`src/rtl/inst_fetch_pkg.sv`:
```
// Shared types and constants for the instruction fetch sequencer.
package inst_fetch_pkg;

    localparam int          FETCH_ADDR_W = 8;
    localparam int          FETCH_INST_W = 12;
    localparam int          CNT_INST_MAX = 256;
    localparam logic [11:0] HALT_ENC     = 12'hFFF;

    typedef enum logic [1:0] {
        ST_IDLE  = 2'd0,
        ST_FETCH = 2'd1,
        ST_ISSUE = 2'd2,
        ST_FIN   = 2'd3
    } fetch_state_e;

endpackage

```
`src/rtl/inst_fetch_issue_reg.sv`:
```
// One-entry valid/ready holding register for the issued instruction and its PC.
module inst_issue_reg
    import inst_fetch_pkg::*;
#(
    parameter int ADDR_W = FETCH_ADDR_W,
    parameter int INST_W = FETCH_INST_W
) (
    input  logic              clk,
    input  logic              rst,
    input  logic              flush,
    input  logic              load,
    input  logic [INST_W-1:0] load_inst,
    input  logic [ADDR_W-1:0] load_pc,
    input  logic              ready,
    output logic              valid,
    output logic [INST_W-1:0] inst_out,
    output logic [ADDR_W-1:0] inst_pc
);

    logic              valid_r;
    logic [INST_W-1:0] inst_r;
    logic [ADDR_W-1:0] pc_r;

    // Flush drops the entry; a load may replace an entry in its handshake cycle.
    always_ff @(posedge clk) begin
        if (rst) begin
            valid_r <= 1'b0;
            inst_r  <= {INST_W{1'b0}};
            pc_r    <= {ADDR_W{1'b0}};
        end else if (flush) begin
            valid_r <= 1'b0;
        end else if (load) begin
            valid_r <= 1'b1;
            inst_r  <= load_inst;
            pc_r    <= load_pc;
        end else if (valid_r && ready) begin
            valid_r <= 1'b0;
        end else begin
            valid_r <= valid_r;
        end
    end

    assign valid    = valid_r;
    assign inst_out = inst_r;
    assign inst_pc  = pc_r;

endmodule

```
`src/rtl/inst_fetch.sv`:
```
// Instruction fetch sequencer: reads instruction memory in address order and
// issues words over valid/ready until HALT, end of memory, or abort.
module inst_fetch
    import inst_fetch_pkg::*;
#(
    parameter int                ADDR_W    = FETCH_ADDR_W,
    parameter int                INST_W    = FETCH_INST_W,
    parameter int                DEPTH     = CNT_INST_MAX,
    parameter logic [INST_W-1:0] HALT_INST = INST_W'(HALT_ENC)
) (
    input  logic              clk,
    input  logic              rst,
    input  logic              start,
    input  logic              stop,
    output logic              busy,
    output logic              done,
    output logic              mem_en,
    output logic [ADDR_W-1:0] mem_addr,
    input  logic [INST_W-1:0] mem_inst,
    output logic              inst_valid,
    input  logic              inst_ready,
    output logic [INST_W-1:0] inst_out,
    output logic [ADDR_W-1:0] inst_pc
);

    localparam logic [ADDR_W:0] LAST_PC = (ADDR_W+1)'(DEPTH - 1);
    localparam logic [ADDR_W:0] PC_ONE  = (ADDR_W+1)'(1);

    fetch_state_e    state_r, state_nxt_s;
    logic [ADDR_W:0] pc_r, pc_nxt_s;
    logic            end_flag_r, end_flag_nxt_s;
    logic            busy_r, busy_nxt_s;
    logic            done_r, done_nxt_s;
    logic            mem_en_s, load_s, flush_s;
    logic            inst_valid_s, handshake_s, halt_s, last_s;

    assign halt_s      = (mem_inst == HALT_INST);
    assign last_s      = (pc_r == LAST_PC);
    assign handshake_s = inst_valid_s && inst_ready && !stop && !rst;

    // Next-state, PC and read-enable logic; stop drops everything with no done.
    always_comb begin
        state_nxt_s    = state_r;
        pc_nxt_s       = pc_r;
        end_flag_nxt_s = end_flag_r;
        busy_nxt_s     = busy_r;
        done_nxt_s     = 1'b0;
        mem_en_s       = 1'b0;
        load_s         = 1'b0;
        flush_s        = 1'b0;
        if (rst) begin
            state_nxt_s = ST_IDLE;
        end else if (stop) begin
            state_nxt_s = ST_IDLE;
            busy_nxt_s  = 1'b0;
            flush_s     = 1'b1;
        end else begin
            case (state_r)
                ST_IDLE: begin
                    if (start) begin
                        pc_nxt_s    = {(ADDR_W+1){1'b0}};
                        busy_nxt_s  = 1'b1;
                        state_nxt_s = ST_FETCH;
                    end else begin
                        state_nxt_s = ST_IDLE;
                    end
                end
                ST_FETCH: begin
                    mem_en_s = 1'b1;
                    if (halt_s) begin
                        state_nxt_s = ST_FIN;
                        done_nxt_s  = 1'b1;
                    end else begin
                        load_s         = 1'b1;
                        pc_nxt_s       = pc_r + PC_ONE;
                        end_flag_nxt_s = last_s;
                        state_nxt_s    = ST_ISSUE;
                    end
                end
                ST_ISSUE: begin
                    if (!handshake_s) begin
                        state_nxt_s = ST_ISSUE;
                    end else if (end_flag_r) begin
                        state_nxt_s = ST_FIN;
                        done_nxt_s  = 1'b1;
                    end else begin
                        // Refill the holding register in the handshake cycle.
                        mem_en_s = 1'b1;
                        if (halt_s) begin
                            state_nxt_s = ST_FIN;
                            done_nxt_s  = 1'b1;
                        end else begin
                            load_s         = 1'b1;
                            pc_nxt_s       = pc_r + PC_ONE;
                            end_flag_nxt_s = last_s;
                            state_nxt_s    = ST_ISSUE;
                        end
                    end
                end
                ST_FIN: begin
                    busy_nxt_s  = 1'b0;
                    state_nxt_s = ST_IDLE;
                end
                default: begin
                    busy_nxt_s  = 1'b0;
                    state_nxt_s = ST_IDLE;
                end
            endcase
        end
    end

    // State, PC and status registers.
    always_ff @(posedge clk) begin
        if (rst) begin
            state_r    <= ST_IDLE;
            pc_r       <= {(ADDR_W+1){1'b0}};
            end_flag_r <= 1'b0;
            busy_r     <= 1'b0;
            done_r     <= 1'b0;
        end else begin
            state_r    <= state_nxt_s;
            pc_r       <= pc_nxt_s;
            end_flag_r <= end_flag_nxt_s;
            busy_r     <= busy_nxt_s;
            done_r     <= done_nxt_s;
        end
    end

    inst_issue_reg #(
        .ADDR_W (ADDR_W),
        .INST_W (INST_W)
    ) u_issue (
        .clk       (clk),
        .rst       (rst),
        .flush     (flush_s),
        .load      (load_s),
        .load_inst (mem_inst),
        .load_pc   (pc_r[ADDR_W-1:0]),
        .ready     (inst_ready),
        .valid     (inst_valid_s),
        .inst_out  (inst_out),
        .inst_pc   (inst_pc)
    );

    assign busy       = busy_r;
    assign done       = done_r;
    assign mem_en     = mem_en_s;
    assign mem_addr   = pc_r[ADDR_W-1:0];
    assign inst_valid = inst_valid_s;

endmodule

```
`config.mk`:
```
export PLATFORM = sky130hd
export DESIGN_NAME = inst_fetch
export DESIGN_NICKNAME = d
export VERILOG_FILES = /design/src/rtl/inst_fetch_pkg.sv /design/src/rtl/inst_fetch_issue_reg.sv /design/src/rtl/inst_fetch.sv
export SDC_FILE = /design/constraint.sdc
export NUM_CORES = 1
export LEC_CHECK = 0
export CORE_ASPECT_RATIO = 0.8
export CORE_MARGIN = 1
export CORE_UTILIZATION = 50
export CTS_BUF_LIST = sky130_fd_sc_hd__clkbuf_16
export DETAILED_ROUTE_END_ITERATION = 10
export PLACE_DENSITY = 0.88
export SLEW_MARGIN = 25
export SYNTH_ARGS = -nofsm -noshare
export SYNTH_HDL_FRONTEND = slang
export SYNTH_SLANG_ARGS = --single-unit
```
`constraint.sdc`:
```
create_clock -name clk -period 6.2 [get_ports clk]
set_clock_uncertainty 0.2 [all_clocks]
set_input_delay 1.55 -clock clk [delete_from_list [all_inputs] [get_ports clk]]
set_output_delay 1.55 -clock clk [all_outputs]
set_load 0.01 [all_outputs]
```
### After elaboration in Yosys (flattened, before gate mapping)

Index checks and enable logic that the tools add are counted.

| storage, ports and cells | value |
|---|---|
| bits in registers | 35 |
| output and inout port bits | 32 |
| logic and storage cells | 72 |
| input port bits | 17 |

| operators by class | value |
|---|---|
| equal/unequal tests | 9 |
| multiplexer cells | 36 |
| reductions and logical operators | 16 |
| bitwise operators | 2 |
| add/subtract/negate cells | 1 |

Operators by type and width:

| cell | number |
|---|---|
| 9-bit 2-to-1 mux | 4 |
| 9-bit one-hot mux with 3 select lines | 1 |
| 1-bit 2-to-1 mux | 23 |
| 12-bit equality test, second input constant | 1 |
| 1-bit one-hot mux with 2 select lines | 5 |
| 9-bit by 1-bit adder with 9-bit output, second input constant | 1 |
| 9-bit by 8-bit equality test with 1-bit output, second input constant | 1 |
| 2-bit inequality test, second input constant | 4 |
| 2-bit one-hot mux with 4 select lines | 1 |
| 2-bit nonzero test | 3 |
| 5-bit AND reduction | 1 |
| 2-bit equality test, second input constant | 2 |
| 2-bit 2-to-1 mux | 2 |
| 2-bit AND reduction | 2 |
| 4-bit AND reduction | 1 |
| 2-bit OR reduction | 2 |
| 1-bit logical AND | 3 |
| 3-bit nonzero test | 1 |
| 2-bit by 1-bit equality test with 1-bit output, second input constant | 1 |
| 1-bit logical NOT | 2 |
| 2-bit logical NOT | 1 |
| 1-bit NOT | 2 |

### Longest topological paths before layout

| logic depth | value |
|---|---|
| depth after elaboration | 8 |
| mapped depth | 8 |
| mapped depth without buffers | 7 |

### Modules after synthesis

A second synthesis with hierarchy kept.

| unflattened totals | value |
|---|---|
| cells, all modules | 212 |
| area, all modules | 1900.6 um^2 |

By module, submodules not included:

| module | area each (um^2) | cells each | seq. area each (um^2) | times used |
|---|---|---|---|---|
| inst_issue_reg | 964.7 | 95 | 420.4 | 1 |
| inst_fetch | 935.9 | 117 | 280.3 | 1 |

### Worst setup path before layout

Ideal clock, no wire load.

| timing | value |
|---|---|
| path kind | input -> output |
| start point | input port inst_ready |
| end point | output port mem_en |
| data required time | 4.450 ns |
| path slack | 2.233 ns |
| buffers on the path | 1 |
| arrival | 2.217 ns |
| stages on the path | 4 |
| cells stage by stage | and4b_1 > o21ai_1 > clkinv_1 > buf_2 |

| between the ends | value |
|---|---|
| longest elaborated chain between the ends | 7 |

Ends and longest elaborated chain:

| what | RTL line | text |
|---|---|---|
| start: declaration | inst_fetch.sv:21 | `input logic inst_ready,` |
| 1-bit logical AND (3 in series) | inst_fetch.sv:39 | `assign handshake_s = inst_valid_s && inst_ready && !stop && !rst;` |
| 1-bit 2-to-1 mux | inst_fetch.sv:81 | `if (!handshake_s) begin` |
| 1-bit one-hot mux with 2 select lines | inst_fetch.sv:58 | `case (state_r)` |
| 1-bit 2-to-1 mux | inst_fetch.sv:53 | `end else if (stop) begin` |
| 1-bit 2-to-1 mux | inst_fetch.sv:51 | `if (rst) begin` |
| end: declaration | inst_fetch.sv:17 | `output logic mem_en,` |

Every way passes these cells.

### Worst setup path after layout

Ends and elaborated chain as after synthesis.

==> qor.csv <==
stage,metric,value,unit
sta,timing.fmax,185,MHz
clocking,cts_sinks,35,
pwr,peakVddDrop,174,µV
floorplan,die-area,3590,µm²
clocking,clockBufferDepth,2,
placed_design,dpl_cell_area,2110,µm²
floorplan,die_h,53.8,µm
pwr,leakagePower,0.000752,µW
clocking,cts_repair_resize_count,0,
layout,drive_gt1_share,5.88,%
layout,num-nets-final,260,
placed_design,placement.io_buffers,48,
detailed_routing,dr_total_vias,1649,
global_routing,grt-ovfl-total,0,
logic_synthesis,synth.avg_cell_area,8.34,µm²
global_routing,grt_pass1_vias,1351,
layout,fin_util,72.9,%
logic_synthesis,yosys_warnings,0,
global_routing,antenna_found_initial,0,
pwr,p_total,537,µW
pwr,pwr_density_cell,235,nW/µm²
detailed_routing,ant_nets,0,
sta,holdWs,0.281,ns
critical_path,cp.arrival,3.66,ns
floorplan,initial_utilization,53.6,%
sta,rsz0062_at_grt,no,
sta,tns,0,ns
sta,slew_headroom,47.2,%
placed_design,dp_hpwl,2860,µm
global_routing,grt_start_max_net_pins,29,
sta,period_minus_slack,5.41,ns
critical_path,crit_path_start_kind,input port,
logic_synthesis,netlist_area,1680,µm²
logic_synthesis,yosysSeqAreaShare,41.8,%
clocking,cts-root-buf,clkbuf_16,
sta,slew_viol_final,0,
logic_synthesis,synthDistinctLibCells,35,
critical_path,reg2reg_depth,7,
floorplan,die_w,66.7,µm
critical_path,critical_path_peak_fanout,22,
layout,finalInstanceArea,2280,µm²
layout,antenna_cells,0,
sta,period_share,87.3,%
clocking,path_clk_slew,0.05,ns
critical_path,critPathRequiredTime,4.45,ns
sta,worstMarginPinSlew,0.792,ns
detailed_routing,route.detailed.drc,0,
floorplan,ios,49,
hold_path,whs_path_depth,2,
detailed_routing,dr.first_iter.drc_count,157,
logic_synthesis,synthFlopType,dfxtp_1,
clocking,ctsHoldBuffers,0,
flow_run,cap_violations,0,
run_status,status,finished clean,
logic_synthesis,synthArstFlopShare,0,%
detailed_routing,wirelength,4320,µm
clocking,cts_tree,built,
layout,synthToLayoutAreaGrowth,36.2,%
clocking,htree_levels,2,
placed_design,globalplace.congestion,0.821,
logic_synthesis,synth-edff-count,0,
hold_path,hold_class,reg -> reg,
floorplan,placementRows,18,
logic_synthesis,ys_seq_elements,35,
detailed_routing,vias_per_cell,5.93,
detailed_routing,drtPass1Iterations,4,
global_routing,grt_pass1_wl,6480,µm
clocking,cts_made_buffers,5,
logic_synthesis,synthesis.nets,224,
sta,hold_violations,0,
sta,setup_viol,0,
floorplan,coreArea,3130,µm²
clocking,cts_setup_buffers,0,
logic_synthesis,synth_cells,201,
critical_path,endpoint_kind,output port,
critical_path,crit_type,in -> out,
global_routing,track_usage,24.9,%
critical_path,regToRegSetupSlack,3.75,ns
detailed_routing,routedWlPerCell,15.5,µm
clocking,clk_latency,0.28,ns
sequential cells by signal (all words and copies together) (netlist names):
name              flops
busy                  1
done                  1
u_issue.valid         1
u_issue.inst_out     12
pc_r                  9
end_flag_r            1
state_r               2
u_issue.inst_pc       8
logic make-up after synthesis:
logic type / share of synthesized area, %
flip-flops: 41.8
adder cells (fa/ha/maj): 4.48
AND/OR/NAND/NOR: 20.6
buffers and inverters: 9.18
AO/OA/AOI/OAI: 24.0
layout by cell type, fill, tap and decap left out, types with 2 or more instances in the layout:
cell type | netlist | final
ha_1 | 6 | 6
o21ai_0 | 10 | 10
clkinv_1 | 1 | 2
nand3_1 | 24 | 24
nand2_1 | 7 | 7
a21oi_1 | 30 | 30
nor2_1 | 3 | 3
inv_1 | 7 | 7
nand4_1 | 5 | 5
or4_1 | 8 | 8
and2_1 | 2 | 2
clkdlybuf4s50_1 | 0 | 48
buf_4 | 8 | 3
o21ai_1 | 16 | 16
o31ai_1 | 6 | 6
nand2b_1 | 2 | 2
clkbuf_16 | 0 | 5
dfxtp_1 | 35 | 35
per-stage QoR:
step           setup WS, ns  cells
6_report              0.790    278
5_1_grt               0.627    278
4_1_cts               0.829    278
3_5_place_dp          0.843    270
3_3_place_gp          0.868    270
2_1_floorplan          2.23    201
synth_stat cells, types with 3 or more instances:
cell type	instances	area share [%]
a21oi_1	30	9.0
buf_2	3	0.90
buf_4	8	3.6
clkbuf_1	10	2.2
dfxtp_1	35	42
ha_1	6	4.5
inv_1	7	1.6
nand2_1	7	1.6
nand3_1	24	7.2
nand4_1	5	1.9
nor2_1	3	0.67
o21ai_0	10	3.0
o21ai_1	16	4.8
o31ai_1	6	2.7
or4_1	8	3.6
power by group:
| group | switching [µW] | internal (µW) | leakage, µW |
|---|---|---|---|
| clock | 90.0 | 187 | 0.0000812 |
| combinational | 17.1 | 15.4 | 0.000389 |
| sequential | 1.25 | 226 | 0.000282 |
layer usage:
layer / wire, µm / up-vias / share of wire (%) / GRT usage (%)
met5: 0 / - / 0 / 0
met3: 311 / 12 / 7.2 / 6.14
met1: 1990 / 756 / 46 / 33.6
li1: - / 806 / - / -
met4: 83 / 0 / 1.9 / 9.93
met2: 1930 / 75 / 45 / 38.4
worst max-delay path, stage by stage:
cell and delay (ns):
clkdlybuf4s50_1 0.49, and4b_1 0.24, o21ai_1 0.17, clkinv_1 0.54
clkdlybuf4s50_1 0.67
area by class of cell:
class                   instances  area, µm²
clock buffers                   5        125
well taps                      40       50.0
inverters                       8       30.0
clock inverters                 3       38.8
fillers                       234        847
multi-input cells             136        836
flip-flops and latches         35        701
repair buffers                 51        503
path summary, 6_finish.rpt:
path | from | endpoint
hold reg to reg | u_issue.inst_out[1] | u_issue.inst_out[1]
setup reg to reg | state_r[0] | u_issue.inst_pc[6]
setup / recovery | inst_ready | mem_en
hold / removal | u_issue.inst_out[1] | u_issue.inst_out[1]
No activity file was read; power rests on OpenSTA's default activity.
